## config.mk

```make
export PLATFORM = sky130hd
export DESIGN_NAME = alu_feeder
export DESIGN_NICKNAME = d
export VERILOG_FILES = /design/src/rtl/alu_feeder.sv
export SDC_FILE = /design/constraint.sdc
export NUM_CORES = 1
export LEC_CHECK = 0
export BUFFER_PORTS_ARGS = -buffer_cell sky130_fd_sc_hd__buf_2
export CAP_MARGIN = 25
export CORE_MARGIN = 5
export CORE_UTILIZATION = 56
export DETAILED_ROUTE_END_ITERATION = 10
export GPL_ROUTABILITY_DRIVEN = 0
export PLACE_DENSITY = 0.86
export REMOVE_ABC_BUFFERS = 1
export SYNTH_ARGS = -nofsm -noshare
export SYNTH_HDL_FRONTEND = slang
export SYNTH_SLANG_ARGS = --single-unit
```

## constraint.sdc

```tcl
create_clock -name clk -period 3.6 [get_ports clk]
set_clock_uncertainty 0.2 [all_clocks]
set_input_delay 0.54 -clock clk [delete_from_list [all_inputs] [get_ports clk]]
set_output_delay 0.54 -clock clk [all_outputs]
set_load 0.05 [all_outputs]
```

## src/rtl/alu_feeder.sv

```systemverilog
// Command FIFO feeding an external combinational ALU, with a registered result stage.
// Optional opcode filter (000/111 dropped, counted in err_cnt) under ALU_FEEDER_ILLEGAL_FILTER_EN.
module alu_feeder #(
  parameter int DEPTH = 4,
  localparam int PW = $clog2(DEPTH),
  localparam int CW = $clog2(DEPTH) + 1
) (
  input  logic          clk,
  input  logic          rst_n,
  input  logic          in_valid,
  output logic          in_ready,
  input  logic [2:0]    in_op,
  input  logic [31:0]   in_a,
  input  logic [31:0]   in_b,
  output logic [2:0]    alu_op,
  output logic [31:0]   alu_a,
  output logic [31:0]   alu_b,
  input  logic [31:0]   alu_r,
  input  logic          alu_z,
  output logic          out_valid,
  input  logic          out_ready,
  output logic [31:0]   out_r,
  output logic          out_z,
  output logic [2:0]    out_op,
  output logic [CW-1:0] count
`ifdef ALU_FEEDER_ILLEGAL_FILTER_EN
  ,
  output logic [15:0]   err_cnt
`endif
);

  // Handshakes: a transfer happens on a rising clk edge where valid and ready are
  // both high; valid never depends on ready, and a held result stays stable until taken.

  logic [2:0]    op_mem [DEPTH];
  logic [31:0]   a_mem  [DEPTH];
  logic [31:0]   b_mem  [DEPTH];
  logic [PW-1:0] wr_ptr;
  logic [PW-1:0] rd_ptr;
  logic          ready_en;
  logic          accept;
  logic          do_push;
  logic          do_pop;

  assign in_ready = ready_en && (count < CW'(DEPTH));
  assign accept   = in_valid && in_ready;
  assign do_pop   = (count != '0) && (!out_valid || out_ready);

`ifdef ALU_FEEDER_ILLEGAL_FILTER_EN
  logic illegal;
  assign illegal = (in_op == 3'b000) || (in_op == 3'b111);
  assign do_push = accept && !illegal;

  always_ff @(posedge clk or negedge rst_n) begin
    if (!rst_n) begin
      err_cnt <= '0;
    end else if (accept && illegal && (err_cnt != 16'hFFFF)) begin
      err_cnt <= err_cnt + 16'd1;
    end
  end
`else
  assign do_push = accept;
`endif

  always_comb begin
    alu_op = '0;
    alu_a  = '0;
    alu_b  = '0;
    if (count != '0) begin
      alu_op = op_mem[rd_ptr];
      alu_a  = a_mem[rd_ptr];
      alu_b  = b_mem[rd_ptr];
    end
  end

  always_ff @(posedge clk) begin
    if (do_push) begin
      op_mem[wr_ptr] <= in_op;
      a_mem[wr_ptr]  <= in_a;
      b_mem[wr_ptr]  <= in_b;
    end
  end

  // ready_en holds in_ready low through reset and for the edge that releases it.
  always_ff @(posedge clk or negedge rst_n) begin
    if (!rst_n) begin
      ready_en <= 1'b0;
      wr_ptr   <= '0;
      rd_ptr   <= '0;
      count    <= '0;
    end else begin
      ready_en <= 1'b1;
      if (do_push) wr_ptr <= wr_ptr + PW'(1);
      if (do_pop)  rd_ptr <= rd_ptr + PW'(1);
      case ({do_push, do_pop})
        2'b10:   count <= count + CW'(1);
        2'b01:   count <= count - CW'(1);
        default: count <= count;
      endcase
    end
  end

  always_ff @(posedge clk or negedge rst_n) begin
    if (!rst_n) begin
      out_valid <= 1'b0;
      out_r     <= '0;
      out_z     <= 1'b0;
      out_op    <= '0;
    end else if (do_pop) begin
      out_valid <= 1'b1;
      out_r     <= alu_r;
      out_z     <= alu_z;
      out_op    <= alu_op;
    end else if (out_valid && out_ready) begin
      out_valid <= 1'b0;
    end
  end

endmodule

```

== Word level (Yosys, flattened, before mapping) ==
Memory sizes are Yosys's and may differ from the RTL's.
Index checks and enable logic that the tools add are counted.

* Add/sub/neg operators: 4
* Order comparisons: 1
* Equal/unequal tests: 2
* Muxes and demuxes: 8
* Reductions and logical operators: 9

{| class="wikitable"
|+ Operators with widths
! kind !! number
|-
| two-way mux 32 bit || 2
|-
| one-hot mux 3 bit (2 select lines) || 1
|-
| adder 2 x 1 -> 2 bit, second input constant || 2
|-
| logical AND 1 bit || 4
|-
| two-way mux 1 bit || 4
|-
| nonzero test 2 bit || 2
|-
| adder 3 x 1 -> 3 bit, second input constant || 1
|-
| less-than comparator 3 bit, second input constant || 1
|-
| two-way mux 3 bit || 1
|-
| nonzero test 3 bit || 1
|-
| subtractor 3 x 1 -> 3 bit, second input constant || 1
|-
| equality test 2 x 1 -> 1 bit, second input constant || 1
|-
| equality test 2 bit, second input constant || 1
|-
| logical NOT 1 bit || 1
|-
| logical OR 1 bit || 1
|}

* Register bits: 45
* Bits in writable memories: 268
* Input bits: 104
* Output and inout port bits: 108
* Word-level logic and storage cells: 35
* Memories: 3

{| class="wikitable"
|+ Memories
! name !! words !! width !! read ports !! clocked after memory_dff !! write ports !! line !! source
|-
| a_mem || 4 || 32 || 1 || 0 || 1 || 36 || <nowiki>logic [31:0] a_mem [DEPTH];</nowiki>
|-
| b_mem || 4 || 32 || 1 || 0 || 1 || 37 || <nowiki>logic [31:0] b_mem [DEPTH];</nowiki>
|-
| op_mem || 4 || 3 || 1 || 0 || 1 || 35 || <nowiki>logic [2:0] op_mem [DEPTH];</nowiki>
|}

== Depth between registers and ports, before layout ==
* Depth after elaboration: 5
* Gate-level depth with buffers: 10
* Mapped depth without buffers: 9

== Worst setup path before layout ==
Ideal clock, no wire load.

* Path kind: reg-to-reg
* From: reg count[2]
* To: mem a_mem[0][0] (enable)
* Library setup time: 0.433 ns
* Data arrival time: 3.252 ns
* Data required time: 2.967 ns
* Slack: -0.285 ns
* Stages on the path, launching flop included: 3
* Path buffers: 0
* Clock period less this slack: 3.885 ns
* Cells stage by stage: dfrtp_1 nor2b_1 and3_1

* Longest elaborated chain between the ends: 5

{| class="wikitable"
|+ Ends and longest elaborated chain
! element !! line !! source
|-
| from (decl) || 25 || <nowiki>output logic [CW-1:0] count</nowiki>
|-
| from (signal assigned) || 96 || <nowiki>2'b10: count <= count + CW'(1);</nowiki>
|-
| from (signal assigned) || 97 || <nowiki>2'b01: count <= count - CW'(1);</nowiki>
|-
| from (signal assigned) || 98 || <nowiki>default: count <= count;</nowiki>
|-
| less-than comparator 3 bit || 45 || <nowiki>assign in_ready = ready_en && (count < CW'(DEPTH));</nowiki>
|-
| logical AND 1 bit || 45 ||
|-
| via in_ready || 11 || <nowiki>output logic in_ready,</nowiki>
|-
| logical AND 1 bit || 46 || <nowiki>assign accept = in_valid && in_ready;</nowiki>
|-
| two-way mux 1 bit || 77 || <nowiki>if (do_push) begin</nowiki>
|-
| two-way mux 1 bit (not written as such) || 79 || <nowiki>a_mem[wr_ptr] <= in_a;</nowiki>
|-
| to (decl) || 36 ||
|}

The timed path passes the listed nets, and every way through them passes these cells.

== Worst setup path after layout ==
* From: reg rd_ptr[0]
* To: out alu_a[11]

* Longest elaborated chain between the ends: 2

{| class="wikitable"
|+ Ends and longest elaborated chain
! element !! line !! source
|-
| from (decl) || 39 || <nowiki>logic [PW-1:0] rd_ptr;</nowiki>
|-
| from (signal assigned) || 94 || <nowiki>if (do_pop) rd_ptr <= rd_ptr + PW'(1);</nowiki>
|-
| memory read (4 x 32 bit) || -- ||
|-
| two-way mux 32 bit || 69 || <nowiki>if (count != '0) begin</nowiki>
|-
| to (decl) || 16 || <nowiki>output logic [31:0] alu_a,</nowiki>
|}

No other way between the ends.

==> impl_results.md <==
* Outcome: completed
* Die area at ~0.024 sq mm
* Placed instance count at slightly above 1,000
* Final net count at 906
* Crit start category: flip-flop
* Mapped Cells at around 540
* WS Path Type: flip-flop to primary output
* Area delta synth->final at 22.14%
* Worst Min Path Start: in_a[21]
* CP Launch Point: rd_ptr[0]
* Height of the die at between 150 and 200 um
* RR Startpoint: count[0]
* CTS tree: yes
* CTS Buf Count at 30
* 1st-iter DRT viols at around 390
* Core ar. at around 0.021 sq mm
* # setup viols final at 0
* Min-Delay Path Depth at 1
* CP required at ~2.9 ns
* Share of layout cells above drive strength 1 at between 40% and 50%
* Multiplexer share of the synthesized area at approximately 17%
* Xor/xnor cell area share of the yosys netlist at less than 1%
* Critical path, cell by cell: buf_12, mux4_2, nor2b_1, buf_2
* # rows at 53
* CTS max path bufs at 3
* Worst IR Drop VDD at roughly 0.00066 V
* Worst setup EP type: primary output
* Leakage at around 5.4 nW
* Top_reg_cell synth: edfxtp_1
* Worst slew margin relative to its limit at between 60 and 70%
* #FFs+latches synth at approximately 310
* Compound-Gate Fraction of Synth Area at 0%
* Initial antenna violation count at 3
* Ys async rst share at about 14%
* Max Cap Viol at 0
* Fin Setup TNS at 0 ns
* P per Cell Area at between 900 and 1000 mW/mm^2
* Largest net degree at the start of global routing at 70
* Simple-Gate Fraction of Synth Area at around 4.2%
* Port bufs at ~210
* Vias in the first global route at 6,478
* Max Clk Rate at between 300 and 400 MHz
* R2R setup slack at roughly 1.2 ns
* Gr usage total at about a fifth
* Register area share after synthesis at 76.53%
* Grt total ovfl at 0
* Drt total wl at ~24,000 um
* Design Area, Final at 0.01464 sq mm
* Critical path arrival at around 2.4 ns
* Util after Layout at a little over two thirds
* Global-route wire length before repair at approximately 37,000 um
* Clk_lat worst skew at between 0.5 and 0.6 ns
* WL/cell at 21.82 um
* Synth Area in Adders at 0.6889%
* Critical path buffers and inverters at 2
* DR pass1 iterations at 4
* Synth top area cells: edfxtp_1 67%, mux4_2 13%, dfrtp_1 9.4%
* Worst-path fanout max at around 70
* Worst reg2reg path depth at 9
* Final ANT Viol Nets at 0
* Clock Tree Root: clkbuf_16
* CTS sink count at ~310
* Count of cell types in the netlist at 25
* Worst slew pin tran at slightly below 0.6 ns
* Post-layout min period at approximately 3.2 ns
* Yosys top cell area share at roughly 67%
* Die width at ~160 um
* Total number of vias at 5,998
* Number of gates resized after CTS at 0
* H-tree Lvls at 1
* Leading area contributor after synthesis: edfxtp_1
* Post-DP Area at 0.01333 sq mm
* RSZ-0062 raised after global routing: no
* Hold Violations, Final at 0
* Cell family with most CP delay: buffers and inverters
* Via-to-Cell Ratio at 5.473
* CTS clock-pin slew for the worst setup and hold paths at ~0.060 ns
* DRC Markers at 0
* Critical-path top delay cell: mux4_2
* R2r endpoint: count[2]
* Starting density of the core at 57.03%
* Main combinational cell family by area after synthesis: multiplexers
* Final Max Slew Viols at 0
* Worst Hold End: a_mem[2][21]
* Hpwl dp at roughly 14,000 um
* Post-synth EDFFs at about 270
* Worst path max stage delay at 0.62 ns
* Ys Warns at 0
* Fin crit share at 88.29%
* Worst Hold Class: input port to flip-flop
* Fin cells at roughly 1,100
* Post-Syn Area at around 0.012 sq mm
* I/O pins at between 200 and 250
* Syn avg cell area at around 22 sq um
[synthesized netlist by cell type, drive strengths merged (3+ instances only)]
cell type  count
edfxtp       268
nor2b         69
mux4          67
dfrtp         45
mux2          37
buf           18
clkbuf         9
inv            6
ha             5
and3           4
xnor2          3
xor2           3
[worst reg2reg max path, stage by stage, from the launching register on]
cell     delay, ns
dfrtp_1       0.45
nor3_4        0.07
buf_4         0.26
nor2b_4       0.19
ha_1          0.21
inv_1         0.08
fa_1          0.39
xor2_1        0.16
nor2_1        0.12
xor2_1        0.19
[layer usage]
metal	vias up	share of wire, %	GRT usage (%)
met5	-	0	0
met4	0	1.7	4.132
met3	32	7.6	3.761
met2	227	52	33.79
met1	3076	38	25.55
li1	2663	-	-
[final cells by class]
type                            instances  area (sq um)
Fill cell                            1266          6380
Antenna cell                            2         5.005
Clock buffer                           45         848.3
Inverter                                6         22.52
Multi-Input combinational cell        197          2663
Tap cell                              275         344.1
Sequential cell                       313          9181
Timing Repair Buffer                  248          1511
Clock inverter                         10         66.31
[cell usage in the layout, fill, tap and decap left out, types with 4 or more instances in the layout]
master	n
edfxtp_1	268
buf_2	211
nor2b_1	68
mux4_2	67
dfrtp_1	43
clkbuf_16	31
dlygate4sd3_1	27
mux2_2	21
mux2_4	16
clkbuf_1	12
clkinv_1	7
inv_1	6
ha_1	5
and3_4	4
buf_12	4
[how the worst max path moves through the flow]
stage                end  slack [ns]  depth (start not counted)
3_5_place_dp   alu_a[11]        0.91                          4
6_report       alu_a[11]        0.42                          4
2_1_floorplan  alu_op[0]       -1.09                          2
3_3_place_gp   alu_a[11]        0.95                          4
4_1_cts        alu_a[11]        0.33                          4
5_1_grt        alu_a[11]        0.26                          4
[cell families after synthesis]
group                      Yosys count
adders and majority gates            6
other                                1
and+or+nand+nor                     79
muxes                              105
buffers and inverters               33
DFF                                313
xor gates and xnor gates             6
[registers in the layout, summed over array words and instances (netlist names)]
name	flops
rd_ptr	2
out_z	1
count	3
a_mem	128
wr_ptr	2
ready_en	1
out_op	3
out_valid	1
op_mem	12
b_mem	128
out_r	32
[report_power, final]
group / leakage [nW] / switching (mW) / internal [mW] / total [mW]
Combinational: 2.00 / 4.02 / 1.82 / 5.84
Clock: 0.444 / 1.21 / 1.68 / 2.90
Sequential: 2.94 / 0.279 / 4.41 / 4.69
[metrics by stage]
stage | hold WS, ns | power [mW] | setup slack (ns)
6_report | 0.02251 | 13.43 | 0.4216
5_1_grt | 0.006429 | 14.00 | 0.2617
4_1_cts | 0.00004652 | 13.53 | 0.3283
3_5_place_dp | 0.2923 | 10.58 | 0.9091
3_3_place_gp | 0.2839 | 10.47 | 0.9467
2_1_floorplan | 0.04441 | 9.253 | -1.089
[timing repair]
item                                    4_1_cts  5_1_grt
hold buffers                                 27        0
endpoints found under the setup margin        0        0
setup buffers                                 0        0
endpoints found under the hold margin       138        0
Note: power is estimated with default switching activity, not from simulation.
